[src/rtl/serial_rx.sv]
`timescale 1ns/1ps
// serial_rx: 16x-oversampling UART receiver (idle high, 8N1, LSB first) driven by a
// phase-accumulator baud tick; strobes valid on a good frame, framingError on a bad stop bit.
module serial_rx #(
  parameter int          ACC_W = 32,
  parameter int unsigned INCR  = 64000000
) (
  input  logic       clk,
  input  logic       reset,
  input  logic       rxIn,
  output logic [7:0] data,
  output logic       valid,
  output logic       framingError,
  output logic       busy,
  output logic [2:0] dbg_state
);

  // Output handshake: valid and framingError are single-clk strobes with no ready/backpressure;
  // data is a holding register that keeps the last good byte until the next good frame.
  typedef enum logic [2:0] {IDLE, START, DATA, STOP, WAITHI} state_t;

  localparam logic [ACC_W-1:0] INCR_W = ACC_W'(INCR);

  state_t           state, state_nx;
  logic             sync1, rx_s, rx_prev;
  logic [1:0]       fill;
  logic [ACC_W-1:0] acc;
  logic [ACC_W:0]   acc_sum;
  logic             tick;
  logic [3:0]       tcnt;
  logic [2:0]       bcnt;
  logic [7:0]       shift;
  logic             clr_acc, clr_tcnt, clr_bcnt, shift_en, valid_nx, ferr_nx;

  assign acc_sum   = {1'b0, acc} + {1'b0, INCR_W};
  assign tick      = acc_sum[ACC_W];
  assign busy      = (state != IDLE);
  assign dbg_state = state;

  always_ff @(posedge clk or posedge reset) begin
    if (reset) begin
      sync1        <= 1'b1;
      rx_s         <= 1'b1;
      rx_prev      <= 1'b0;
      fill         <= 2'b00;
      state        <= IDLE;
      acc          <= '0;
      tcnt         <= 4'd0;
      bcnt         <= 3'd0;
      shift        <= 8'h00;
      data         <= 8'h00;
      valid        <= 1'b0;
      framingError <= 1'b0;
    end else begin
      sync1 <= rxIn;
      rx_s  <= sync1;
      fill  <= {fill[0], 1'b1};
      // rx_prev only reports a high once the synchroniser holds real line samples, so a line
      // that is low at reset release cannot look like a falling edge.
      rx_prev <= fill[1] ? rx_s : 1'b0;
      state   <= state_nx;
      acc     <= clr_acc ? '0 : acc_sum[ACC_W-1:0];
      if (clr_tcnt)  tcnt <= 4'd0;
      else if (tick) tcnt <= tcnt + 4'd1;
      if (clr_bcnt)      bcnt <= 3'd0;
      else if (shift_en) bcnt <= bcnt + 3'd1;
      if (shift_en) shift <= {rx_s, shift[7:1]};
      if (valid_nx) data <= shift;
      valid        <= valid_nx;
      framingError <= ferr_nx;
    end
  end

  always_comb begin
    state_nx = state;
    clr_acc  = 1'b0;
    clr_tcnt = 1'b0;
    clr_bcnt = 1'b0;
    shift_en = 1'b0;
    valid_nx = 1'b0;
    ferr_nx  = 1'b0;
    case (state)
      IDLE: begin
        if (!rx_s && rx_prev) begin
          clr_acc  = 1'b1;
          clr_tcnt = 1'b1;
          state_nx = START;
        end
      end
      START: begin
        if (tick && tcnt == 4'd7) begin
          if (rx_s) begin
            state_nx = IDLE;
          end else begin
            clr_tcnt = 1'b1;
            clr_bcnt = 1'b1;
            state_nx = DATA;
          end
        end
      end
      DATA: begin
        if (tick && tcnt == 4'd15) begin
          shift_en = 1'b1;
          if (bcnt == 3'd7) state_nx = STOP;
        end
      end
      STOP: begin
        // Returning to IDLE mid stop bit leaves half a bit to catch a back-to-back start edge.
        if (tick && tcnt == 4'd15) begin
          if (rx_s) begin
            valid_nx = 1'b1;
            state_nx = IDLE;
          end else begin
            ferr_nx  = 1'b1;
            state_nx = WAITHI;
          end
        end
      end
      WAITHI: begin
        if (rx_s) state_nx = IDLE;
      end
      default: state_nx = IDLE;
    endcase
  end

endmodule

[config.mk]
export PLATFORM = sky130hd
export DESIGN_NAME = serial_rx
export DESIGN_NICKNAME = d
export VERILOG_FILES = /design/src/rtl/serial_rx.sv
export SDC_FILE = /design/constraint.sdc
export NUM_CORES = 1
export LEC_CHECK = 0
export ABC_AREA = 1
export ABC_CLOCK_PERIOD_IN_PS = 2200
export CORE_ASPECT_RATIO = 0.7
export CORE_MARGIN = 2
export CORE_UTILIZATION = 60
export CTS_BUF_LIST = sky130_fd_sc_hd__clkbuf_4 sky130_fd_sc_hd__clkbuf_8
export DETAILED_ROUTE_END_ITERATION = 10
export PLACE_DENSITY_LB_ADDON = 0.2
export SETUP_SLACK_MARGIN = 0.05
export SLEW_MARGIN = 10
export SYNTH_ARGS = -nofsm -noshare
export SYNTH_HDL_FRONTEND = slang
export SYNTH_SLANG_ARGS = --single-unit
[constraint.sdc]
create_clock -name clk -period 2.2 [get_ports clk]
set_clock_uncertainty 0.05 [all_clocks]
set_input_delay 0.44 -clock clk [delete_from_list [all_inputs] [get_ports clk]]
set_output_delay 0.44 -clock clk [all_outputs]
set_load 0.02 [all_outputs]
* Word-level counts from Yosys, hierarchy flattened
Cells that the tools add are included.
Widths: inputs -> output; s select.
** Word-level totals
- Bits in registers :: 65
- Latch bits :: 0
- Memory bits (writable) :: 0
- Memory bits (read-only) :: 0
- Bits of input ports :: 3
- Output and inout port bits :: 14
- Logic and storage cells :: 65
- Memories kept :: 0
** Cells by class
- Add/sub/neg operators :: 3
- Multipliers :: 0
- Divide/modulo/power cells :: 0
- Magnitude comparators :: 0
- Eq/ne operators :: 13
- Shift-type cells :: 0
- Mux-type cells :: 28
- Bitwise gates (word level) :: 0
- Reductions and logical operators :: 9
** Operators by type and width (number)
- $add 32x26->33 const B :: 1
- $mux 32 :: 1
- $mux 3 :: 9
- $pmux 3 s5 :: 1
- $mux 1 :: 13
- $ne 2x2->1 const B :: 6
- $mux 4 :: 2
- $eq 3x2->1 const B :: 2
- $eq 3x3->1 const B :: 2
- $reduce_and 6->1 :: 1
- $add 4x1->4 const B :: 1
- $eq 4x3->1 const B :: 1
- $eq 4x4->1 const B :: 1
- $reduce_bool 2->1 :: 2
- $add 3x1->3 const B :: 1
- $eq 3x1->1 const B :: 1
- $logic_and 1x1->1 :: 3
- $logic_not 3->1 :: 1
- $reduce_bool 3->1 :: 1
- $mux 2 :: 1
- $pmux 1 s2 :: 1
- $logic_not 1->1 :: 1

* Logic depth before layout (Yosys ltp)
- Depth in word-level cells :: 6
- Mapped depth :: 12

* Least setup slack after synthesis
Ideal clock, no wire load.
- Path type :: register to register
- Start :: reg acc[12]
- End :: reg data[1]
- Arrival :: 1.667 ns
- Required time :: 2.033 ns
- Slack :: 0.366 ns
- Cell stages (with the launch flop) :: 12
- Path through :: dfrtp_1 ha_1 a21oi_1 nor2_4 nand2_2 a21boi_4 nand2_2 nor2_4 nand2_4 buf_6 nand2_2 o21ai_2
** On the way
- Cells in the longest elaborated chain, start to end :: 4
** RTL lines
- start: declaration :: line 27 : logic [ACC_W-1:0] acc;
- start signal: assignment :: line 62 : acc <= clr_acc ? '0 : acc_sum[ACC_W-1:0];
- $add 32x26->33 :: line 35 : assign acc_sum = {1'b0, acc} + {1'b0, INCR_W};
- $logic_and 1x1->1 :: line 109 : if (tick && tcnt == 4'd15) begin
- $mux 1 :: line 109
- $mux 1 :: line 82 : case (state)
- end signal: assignment :: line 68 : if (valid_nx) data <= shift;
- end: declaration :: line 11 : output logic [7:0] data,
Every way passes these cells.
A chain may end at the register's enable or synchronous reset.

* Worst setup path in the final report
- Start :: reg acc[12]
- End :: reg tcnt[3]
** On the way
- Cells in the longest elaborated chain, start to end :: 5
- Elaborated cells between the ends (all ways) :: 6
- Those cells by class :: add/sub (1); mux (3); reduce/logical (2)
** RTL lines
- $add 32x26->33 (*) :: line 35
- $logic_and 1x1->1 :: line 91 : if (tick && tcnt == 4'd7) begin
- $mux 1 :: line 91
- $pmux 1 s2 :: line 82
- $mux 4 / $reduce_bool 2->1 (equally long branches)
- end signal: assignment :: line 64 : else if (tick) tcnt <= tcnt + 4'd1;
- end: declaration :: line 30 : logic [3:0] tcnt;
Mark *: on every way between the ends. The rest lies on a longest branch, timed or not.

==> results.md <==
- Maximum VDD drop: 0.536 mV
- Flops & latches, synth: 53
- Non-Filler Instances: 356
- Synthesized area: 2460 um2
- Clock latency on the worst-skew pair: 310 ps
- Placed inst area: 2690 um2
- Buffers on Ports: 16
- DRT iter0 DRCs: 137
- F_max: 498 MHz
- Pwr Density: 1080 nW/um2
- Fin nets: 310
- First-pass DRT Iterations: 6
- Die width: 80.6 um
- Post-Syn Nets: 286
- Max-cap violations: 0
- WS Path Type: flop to flop
- Layout fillers: 311
- DRC Markers: 0
- Reg area: 1330 um2
- Sequential share of the synthesized area: 54.0%
- Total die area: 4640 um2
- Multi-input combinational cell area: 986 um2
- Final core occ: 72.4%
- CP max stage delay: 390 ps
- Req. time, crit path: 2330 ps
- Crit share post-route: 91.2%
- Via count: 1824
- Row cnt: 19
- GP Congestion: 0.819
- Core area: 3920 um2
- Initial core utilization: 62.7%
- CP max-delay cell: dfrtp_1
- Ports: 17
- Hold/Removal Path Class: flop to flop
- Vias in the first global route: 1718
- Synthesized instance count: 279
- CP Max Fanout: 7
- RSZ-0062 raised after global routing: no
- Largest net degree at the start of global routing: 54
- Pre-CTS setup slack: 173 ps
- Setup TNS: 0 ps
- Arr. time, crit path: 2140 ps
- Post-route cell area: 2840 um2
- ANT nets after route: 0
- Slew Viols, Final: 0
- CP startpoint kind: flop
- Final Hold Fails: 0
- Layout Area Growth over Synthesis: 15.4%
- Synth warn: 0
- Antenna violations before repair: 0
- Minimum clock period: 2010 ps
- Clock tree sinks: 53
- Die H: 57.6 um
- Post-detail-place hpwl: 3.27 mm
- Layout cell share with drive strength beyond 1: 13.2%
- Cell Chain, Critical Path: ha_2 -> a21oi_2 -> nor2_4 -> nand2_2 -> a21boi_4 -> nand4_1 -> nand2_1 -> nor2_1
- # H-tree levels: 2
- Largest delay contributor family on the critical path: simple AND/OR/NAND/NOR gates
- Count of different cell masters after synthesis: 33
- Dpl cells: 346
- Diode count: 0
- DR vias/cell: 5.12
- Total track usage: 22.0%
- First-pass GRT wire length: 7.80 mm
- Status: finished clean
- Root Driver: clkbuf_8
- Worst path buffer plus inverter count: 0
- Avg Inst Size Synth: 8.82 um2
- TritonCTS clock tree: built
- Num CTS Buffers: 5
- Worst Setup End Kind: flop
- Final wirelength: 4.57 mm
- Global route overflow: 0
- Final setup fails: 0
- Drt wl/cell: 12.8 um
- Clock Path Buffers: 2
- Fin Hold WS: 311 ps
- Clock slew at reported path FFs: 100 ps
- Leakage power: 1.39 nW
- PnR Total Power: 3.07 mW
- Final setup margin: 193 ps
[area by class of cell]
type / count / share of cell area [%]
clock buffers: 7 / 3.39
clock inverters: 1 / 0.176
inverters: 41 / 5.42
multi-input cells: 182 / 34.7
flip-flops and latches: 53 / 46.8
well taps: 52 / 2.29
repair buffers: 20 / 7.22
[cell families (layout without fill, tap and decap cells)]
logic type | count (synthesis) | count (layout) | share of synthesized area, %
xor+xnor | 8 | 8 | 2.85
simple gates | 132 | 132 | 24.6
buf+inv | 44 | 69 | 7.07
flops | 53 | 53 | 54.0
fa+ha+maj | 4 | 4 | 2.03
other cells | 1 | 1 | 0.152
compound gates | 37 | 37 | 9.30
[worst reg2reg max path: stages (launching register included)]
cell and delay [ps]:
dfrtp_1 390, ha_2 210, a21oi_2 100, nor2_4 160
nand2_2 90, a21boi_4 280, nand4_1 290, nand2_1 240
nor2_1 80
[cell usage after synthesis]
cell type	instances	area (um2)
buf_6	1	11.3
ha_1	4	50.1
buf_2	1	5.00
or2_2	3	18.8
nor3_1	9	45.0
a21boi_4	1	18.8
a211oi_1	1	7.51
nand4_1	4	25.0
nor3_2	1	10.0
inv_1	38	143
a31oi_1	2	12.5
dfstp_2	2	52.6
nor4_1	2	12.5
nand2_4	1	11.3
a21oi_1	11	55.1
nand3b_1	1	7.51
o21ai_1	1	5.00
nand2_2	6	37.5
o21ai_2	6	52.6
clkbuf_1	1	3.75
inv_2	1	3.75
nand2_1	57	214
xor2_1	6	52.6
nor2_4	3	33.8
o21ai_0	14	70.1
o21a_1	1	7.51
nor2_1	32	120
clkinv_1	2	7.51
xnor2_1	2	17.5
nand3_2	1	10.0
conb_1	1	3.75
dfrtp_1	51	1280
nand3_1	12	60.1
[where the power goes]
part / internal [mW] / switching (mW) / total, mW / leakage, nW
sequential: 1.21 / 0.184 / 1.39 / 0.679
clock: 0.285 / 0.303 / 0.588 / 0.0542
combinational: 0.407 / 0.684 / 1.09 / 0.661
total: 1.90 / 1.17 / 3.07 / 1.39
[state kept, by name (all words and copies together) (netlist names), 2 cells and up]
signal     flops
tcnt           4
dbg_state      3
acc           20
shift          8
fill           2
data           8
bcnt           3
[metal layers]
metal  vias up  wire [um]  GRT usage, %
met3         6        145          4.75
met2        34       2130          33.9
met4         0         44          5.81
met5         -          0             0
met1       854       2250          32.3
li1        930          -             -
[worst paths after layout]
| check | depth (start not counted) | end | slack [ps] | from |
|---|---|---|---|---|
| worst max-delay path | 8 | tcnt[3]$_DFFE_PP0P_ | 190 | acc[12]$_DFF_PP0_ |
| worst min-delay path | 0 | rx_s$_DFF_PP1_ | 310 | sync1$_DFF_PP1_ |
| worst max register to register | 8 | tcnt[3]$_DFFE_PP0P_ | 190 | acc[12]$_DFF_PP0_ |
| worst min register to register | 0 | rx_s$_DFF_PP1_ | 310 | sync1$_DFF_PP1_ |
| max in group asynchronous | 3 | sync1$_DFF_PP1_ | 1380 | reset |
| min in group asynchronous | 3 | acc[22]$_DFF_PP0_ | 430 | reset |
[cell usage in the layout (no fill, tap or decap), drive strengths merged, types with 3 or more instances in the layout]
cell	count
nand4	4
nand2	64
dfrtp	51
clkdlybuf4s50	15
a21oi	11
nor3	10
inv	39
nand3	13
or2	3
clkinv	3
o21ai	21
clkbuf	7
xor2	6
nor2	35
buf	4
ha	4
[repair_timing]
action	in CTS	in global routing
setup buffers	0	2
endpoints found under the hold margin	0	0
gates resized for setup	0	6
endpoints found under the setup margin	0	18
hold buffers	0	0
Note: power is estimated with default switching activity, not from simulation.
